`src/rtl/delta_sample_decoder.sv`:
```
// Streaming sign/magnitude delta decoder: a seed token is followed by FRAME_LEN deltas,
// and the samples are rebuilt by accumulation. Define DELTA_SAMPLE_DECODER_SAT_EN to clamp out-of-range sums instead of wrapping.
module delta_sample_decoder #(
  parameter int W         = 6,
  parameter int FRAME_LEN = 16
) (
  input  logic         clk,
  input  logic         rst,
  input  logic         in_valid,
  output logic         in_ready,
  input  logic         in_seed,
  input  logic         in_sign,
  input  logic [W-1:0] in_mag,
  output logic         out_valid,
  input  logic         out_ready,
  output logic [W-1:0] out_sample,
  output logic         out_last,
  output logic         ovf,
  output logic         proto_err
);

  typedef enum logic {WAIT_SEED, RUN} state_e;

  localparam logic [7:0] LAST_CNT = 8'(FRAME_LEN - 1);

  state_e       state_q, state_d;
  logic [W-1:0] acc_q, acc_d;
  logic [7:0]   cnt_q, cnt_d;
  logic         out_valid_q, out_valid_d;
  logic [W-1:0] out_sample_q, out_sample_d;
  logic         out_last_q, out_last_d;
  logic         ovf_q, ovf_d;
  logic         proto_err_q, proto_err_d;

  logic         accept;
  logic [W+1:0] sum;
  logic         oor;
  logic [W-1:0] res;

  assign in_ready   = !out_valid_q || out_ready;
  assign accept     = in_valid && in_ready;
  assign out_valid  = out_valid_q;
  assign out_sample = out_sample_q;
  assign out_last   = out_last_q;
  assign ovf        = ovf_q;
  assign proto_err  = proto_err_q;

  // Two guard bits: the top bit marks a negative sum, and the next bit marks a sum above 2^W-1.
  always_comb begin
    sum = in_sign ? ({2'b00, acc_q} - {2'b00, in_mag})
                  : ({2'b00, acc_q} + {2'b00, in_mag});
    oor = |sum[W+1:W];
`ifdef DELTA_SAMPLE_DECODER_SAT_EN
    if (!oor)         res = sum[W-1:0];
    else if (sum[W+1]) res = '0;
    else              res = '1;
`else
    res = sum[W-1:0];
`endif
  end

  always_comb begin
    state_d      = state_q;
    acc_d        = acc_q;
    cnt_d        = cnt_q;
    out_valid_d  = out_valid_q && !out_ready;
    out_sample_d = out_sample_q;
    out_last_d   = out_last_q;
    ovf_d        = ovf_q;
    proto_err_d  = proto_err_q;
    if (accept) begin
      if (in_seed) begin
        // A seed arriving mid-frame aborts that frame and starts a new one.
        if (state_q == RUN) proto_err_d = 1'b1;
        acc_d        = in_mag;
        cnt_d        = '0;
        out_valid_d  = 1'b1;
        out_sample_d = in_mag;
        out_last_d   = 1'b0;
        state_d      = RUN;
      end else if (state_q == WAIT_SEED) begin
        proto_err_d = 1'b1;
      end else begin
        if (oor) ovf_d = 1'b1;
        acc_d        = res;
        out_valid_d  = 1'b1;
        out_sample_d = res;
        cnt_d        = cnt_q + 8'd1;
        out_last_d   = (cnt_q == LAST_CNT);
        if (cnt_q == LAST_CNT) state_d = WAIT_SEED;
      end
    end
  end

  always_ff @(posedge clk) begin
    if (rst) begin
      state_q      <= WAIT_SEED;
      acc_q        <= '0;
      cnt_q        <= '0;
      out_valid_q  <= 1'b0;
      out_sample_q <= '0;
      out_last_q   <= 1'b0;
      ovf_q        <= 1'b0;
      proto_err_q  <= 1'b0;
    end else begin
      state_q      <= state_d;
      acc_q        <= acc_d;
      cnt_q        <= cnt_d;
      out_valid_q  <= out_valid_d;
      out_sample_q <= out_sample_d;
      out_last_q   <= out_last_d;
      ovf_q        <= ovf_d;
      proto_err_q  <= proto_err_d;
    end
  end

endmodule

```
`config.mk`:
```
export PLATFORM = sky130hd
export DESIGN_NAME = delta_sample_decoder
export DESIGN_NICKNAME = d
export VERILOG_FILES = /design/src/rtl/delta_sample_decoder.sv
export SDC_FILE = /design/constraint.sdc
export NUM_CORES = 1
export LEC_CHECK = 0
export BUFFER_PORTS_ARGS = -buffer_cell sky130_fd_sc_hd__clkbuf_2
export CAP_MARGIN = 5
export CORE_UTILIZATION = 45
export CTS_BUF_LIST = sky130_fd_sc_hd__clkbuf_2
export DETAILED_ROUTE_END_ITERATION = 16
export MAX_ROUTING_LAYER = met4
export PLACE_DENSITY = 0.65
export RECOVER_POWER = 100
export SYNTH_ARGS = -nofsm -noshare
export SYNTH_HDL_FRONTEND = slang
export SYNTH_SLANG_ARGS = --single-unit
```
`constraint.sdc`:
```
create_clock -name clk -period 1.6 [get_ports clk]
set_input_delay 0 -clock clk [delete_from_list [all_inputs] [get_ports clk]]
set_output_delay 0 -clock clk [all_outputs]
set_load 0.005 [all_outputs]
```
==> flow_summary.toml, run 1 <==
[logic_synthesis]
async_flop_share_pct = 0
synthSimpleGateAreaFrac_pct = 23.21
synth-adder-area-share_pct = 16.50
synth_warnings = 0
synth-compound-area-share_pct = 17.86
ys_ff_latch = 19
postSynthAreaPerCell_um2 = 8.364
synth_ff_type = "dfxtp_1"
synth_top_family_by_area = "simple AND/OR/NAND/NOR gates"
yosysUniqueCellTypes = 43
synthCells = 165
synth_area_um2 = 1380
synth_edf_count = 0
synth-xor-area-share_pct = 6.346
ys_seq_area_share_pct = 27.56
synth_nets = 194
synth.area.mux_share_pct = 1.451

[grt]
antenna_found_initial = 0
grt_pass1_vias = 1225
grt_start_max_net_pins = 13
grt_pass1_wl_mm = 5.623
track_usage_pct = 22.70
overflow = 0

[sta]
max_slew.worst_pin.slew_ps = 301.3
setup_ws_ps = -186.4
period_share_pct = 111.6
fmax_mhz = 559.8
slew_viol_final = 0
setup_violations = 3
hold_viol = 0
slew_headroom_pct = 79.76
period_needed_ps = 1786
fin_worst_skew_ps = 2.765
rsz0062_at_grt = "yes"
whs_ps = 3.695
setup_tns_ps = -390.0

[place]
dpl.hpwl_mm = 2.484
post_dp_cell_area_um2 = 1625
port_buffers = 22
place_congestion = 0.9260

[critical_path]
cp-end-kind = "flip-flop"
cp_max_fo = 3
startpoint_type = "flip-flop"
worstPathArrival_ps = 2050
critPathRequiredTime_ps = 1860
path_class = "reg -> reg"

[pwr]
ir_worst_vdd_mv = 0.3959
clkPwrFrac_pct = 19.8
switching_power_w = 0.0004025
p_seq_share_pct = 44.7
leakage_nw = 0.7826
p_total_w = 0.001161
power_frac_comb_pct = 35.5
p_sw_share_pct = 34.65
p_per_area_nw_per_um2 = 638.4
p_int_w = 0.0007589

[final_layout]
nets = 240
final_cell_area_um2 = 1819
drive_above_1_share_pct = 37.14
antennaDiodeCount = 0
finalCoreUtilization_pct = 64.31
syn2layout_area_growth_pct = 31.82

[drt]
routed_via_density = 5.647
ant_nets = 0
drtIter0Drc = 44
vias = 1361
drc_errors = 3
drtPass1Iterations = 10
wl_per_cell_um = 14.37
routed_wirelength_mm = 3.464

[die]
dieHeight_um = 57.38
initial_utilization_pct = 48.78
die_w_um = 57.38
core_um2 = 2829
rows = 19
die_area_um2 = 3292
ios = 23

[cts]
cts_made_buffers = 3
cts_sinks = 19
root_buffer = "clkbuf_2"
clk_latency_ps = 320
h-tree-depth = 1
cts_tree = "built"
cts_buffer_depth = 2
clk_pin_slew_ps = 210

[outcome]
violations = "design-rule violations, negative setup slack"
status = "finished with violations"

[flow_run]
drv_cap = 0

[min_path]
hold_class = "in -> reg"
[cell type report]
| class | count | area (µm²) |
|---|---|---|
| fill | 249 | 1010 |
| sequential | 19 | 391.6 |
| multi-input combinational | 125 | 1007 |
| inverter | 16 | 62.56 |
| clock inverter | 1 | 5.005 |
| tap | 31 | 38.79 |
| timing repair buffer | 46 | 299.0 |
| clock buffer | 3 | 15.01 |
[through the flow]
| step | cells | worst slack, ps |
|---|---|---|
| final | 241 | -186.4 |
| after global routing | 241 | -268.9 |
| after CTS | 238 | -158.2 |
| after detailed placement | 228 | -127.2 |
| after global placement | 228 | -97.59 |
| after floorplan | 165 | -43.55 |
[path summary, 6_finish.rpt]
check	start	end	slack [ps]	cells after the start
max reg2reg	out_sample[0]	out_sample[4]	-190	8
max	out_sample[0]	out_sample[4]	-190	8
min reg2reg	ovf	ovf	480	2
min	in_mag[1]	out_sample[1]	4	3
[layout by cell type (no fill, tap or decap), drive strengths merged, types with 3 or more instances in the layout]
master | Yosys | layout
nand2 | 9 | 9
nand4 | 5 | 5
a21oi | 15 | 15
ha | 15 | 15
dlygate4sd3 | 0 | 4
clkbuf | 2 | 25
nor2 | 16 | 16
xnor2 | 3 | 3
nor3b | 3 | 3
xor2 | 7 | 7
buf | 3 | 20
dfxtp | 19 | 19
inv | 15 | 15
nand3 | 10 | 10
o21ai | 8 | 8
nor3 | 6 | 6
[logic make-up after synthesis]
family | count (synthesis)
flops | 19
xor+xnor | 10
compound gates | 37
buf+inv | 21
simple gates | 59
mux | 2
fa+ha+maj | 17
[registers in the layout, summed over array words and instances (netlist names)]
signal	flops
cnt_q	8
ovf	1
out_valid	1
out_last	1
proto_err	1
out_sample	6
state_q	1
[critical path, stage by stage, from the launching register on]
cell     delay [ps]
dfxtp_4         410
inv_4            60
ha_4            130
inv_2            40
fa_2            350
a311o_2         360
xor2_1          140
nand3_1          90
a31oi_1         150
[repair_timing]
action	in CTS	in global routing
setup endpoints to repair	6	15
hold buffers	4	0
buffers inserted	2	3
pin swaps	4	10
gates resized for setup	5	19
hold endpoints to repair	5	0
gates cloned	0	0
[power by group through the flow]
stage	registers (W)	clock network (W)	logic, W
floorplan	0.000524	0	0.000233
global placement	0.000521	0	0.000352
detailed placement	0.000523	0	0.000357
CTS	0.000513	0.000229	0.000376
global route	0.000523	0.000250	0.000455
finish	0.000519	0.000230	0.000412
[metal layers]
| layer | global-route usage, % | share of wire, % | vias up |
|---|---|---|---|
| met5 | - | 0 | - |
| li1 | - | - | 672 |
| met4 | 7.317 | 0.84 | 0 |
| met1 | 30.95 | 47 | 645 |
| met3 | 2.041 | 5.5 | 4 |
| met2 | 35.38 | 47 | 40 |
[cell usage after synthesis (3+ instances only)]
cell type / number / area (µm²)
dfxtp_1: 19 / 380.4
ha_1: 15 / 187.7
nor2_1: 15 / 56.30
inv_1: 14 / 52.55
a21oi_1: 13 / 65.06
nand3_1: 10 / 50.05
nand2_1: 9 / 33.78
o21ai_0: 7 / 35.03
xor2_1: 7 / 61.31
nand4_1: 5 / 31.28
nor3_1: 4 / 20.02
xnor2_1: 3 / 26.28
Power figures use the tool's default switching activity.
==> run 2, diff against run 1 <==
Settings changed: CELL_PAD_IN_SITES_DETAIL_PLACEMENT set to 2, CELL_PAD_IN_SITES_GLOBAL_PLACEMENT set to 2, CORE_UTILIZATION 45 to 31, PLACE_DENSITY 0.65 to 0.74.
==> flow_summary.toml, run 2 (synthesized netlist as in run 1, its figures left out) <==
[outcome]
status = "finished with violations"
violations = "negative hold slack, negative setup slack"

[final_layout]
final_cell_mix = "clkbuf_2, buf_4, nor2_1, dfxtp_1, a21oi_1"
antennaDiodeCount = 0
syn2layout_area_growth_pct = 33.45
drive_above_1_share_pct = 34.91
seq_area_um2 = 390.4
multi_input_area_um2 = 992.2
final_cell_area_um2 = 1842
nFillCells = 474
largest_reg_flops = 8
nets = 242
largest_register = "cnt_q"
final_common_cell = "clkbuf_2"
finalNonFillerCells = 262

[place]
place_inst = 248
preCtsSetupSlack_ps = -202.8
place_congestion = 0.8226
dpl.hpwl_mm = 3.559
post_dp_cell_area_um2 = 1657
port_buffers = 22

[die]
die_w_um = 68.72
core_um2 = 4144
rows = 23
dieHeight_um = 68.72
initial_utilization_pct = 33.30
ios = 23
die_area_um2 = 4722

[sta]
slew_viol_final = 0
max_slew.worst_pin.slew_ps = 341.1
hold_viol = 1
setup_ws_ps = -207.9
fin_worst_skew_ps = 7.644
rsz0062_at_grt = "yes"
period_share_pct = 113.0
setup_violations = 5
fmax_mhz = 553.1
setup_tns_ps = -623.9
whs_ps = -8.344
slew_headroom_pct = 77.08
period_needed_ps = 1808

[critical_path]
critPathRequiredTime_ps = 1890
cp_max_fo = 3
critPathSlowestCell = "dfxtp_4"
path_cells = "inv_4 > ha_4 > inv_2 > fa_2 > a311o_2 > nand3_1 > a21boi_1 > o32ai_1"
worstPathArrival_ps = 2090
path_class = "reg -> reg"
cp_slowest_stage_delay_ps = 410
startpoint_type = "flip-flop"
cp-end-kind = "flip-flop"

[drt]
drc_errors = 0
wl_per_cell_um = 18.68
drtPass1Iterations = 4
drtIter0Drc = 29
ant_nets = 0
routed_via_density = 5.275
vias = 1382
routed_wirelength_mm = 4.894

[cts]
clk_latency_ps = 350
cts_tree = "built"
clk_pin_slew_ps = 220
cts_sinks = 19
cts_made_buffers = 3
h-tree-depth = 1
root_buffer = "clkbuf_2"
cts_buffer_depth = 2

[grt]
track_usage_pct = 22.88
grt_pass1_wl_mm = 7.500
overflow = 0
grt_pass1_vias = 1483
antenna_found_initial = 0
grt_start_max_net_pins = 13

[pwr]
p_per_area_nw_per_um2 = 649.2
ir_worst_vdd_mv = 0.2836
leakage_nw = 0.7891

[flow_run]
drv_cap = 0

[min_path]
hold_class = "in -> reg"
[run 2: through the flow]
step / hold slack (ps) / utilization (%) / total power, W
global route: 10.50 / 44.44 / 0.001273
global placement: 280.5 / 39.98 / 0.0008889
finish: -8.344 / 44.44 / 0.001196
CTS: 13.69 / 42.93 / 0.001179
floorplan: 160.3 / - / 0.0007572
detailed placement: 299.1 / 39.98 / 0.0009159
[run 2: path summary, 6_finish.rpt]
check	startpoint	end	slack, ps	cells past startpoint
min reg2reg	ovf	ovf	490	2
min	in_mag[1]	out_sample[1]	-8	3
max reg2reg	out_sample[0]	ovf	-210	8
max	out_sample[0]	ovf	-210	8
[run 2: layout make-up]
cell class | count | share of cell area, %
multi-input combinational | 125 | 53.87
sequential | 19 | 21.20
timing repair buffer | 48 | 17.05
inverter | 16 | 3.397
tap | 50 | 3.397
clock buffer | 3 | 0.8152
clock inverter | 1 | 0.2717
[run 2: timing repair]
action,4_1_cts,5_1_grt
setup endpoints to repair,16,8
pin swaps,4,13
gates resized for setup,11,11
setup buffers,3,2
hold buffers,4,1
hold endpoints to repair,6,1
[run 2: report_power, final]
group | switching [W] | internal (W) | leakage [nW] | total [W]
clock network | 0.000185 | 0.0000567 | 0.0164 | 0.000242
logic | 0.000234 | 0.000202 | 0.616 | 0.000436
registers | 0.0000216 | 0.000496 | 0.157 | 0.000517
[run 2: critical path, delay by kind of cell, from the launching register on]
kind | cells | cell delay [ps]
AOI/OAI and AO/OA | 3 | 640
adders and majority gates | 2 | 490
DFF | 1 | 410
buffers and inverters | 2 | 100
and+or+nand+nor | 1 | 100
[run 2: metal layers]
metal | up-vias | GRT usage, % | part of all wire [%]
met4 | 0 | 4.847 | 0.94
met1 | 675 | 26.61 | 44
li1 | 675 | - | -
met2 | 28 | 42.03 | 52
met5 | - | - | 0
met3 | 4 | 2.632 | 3.6
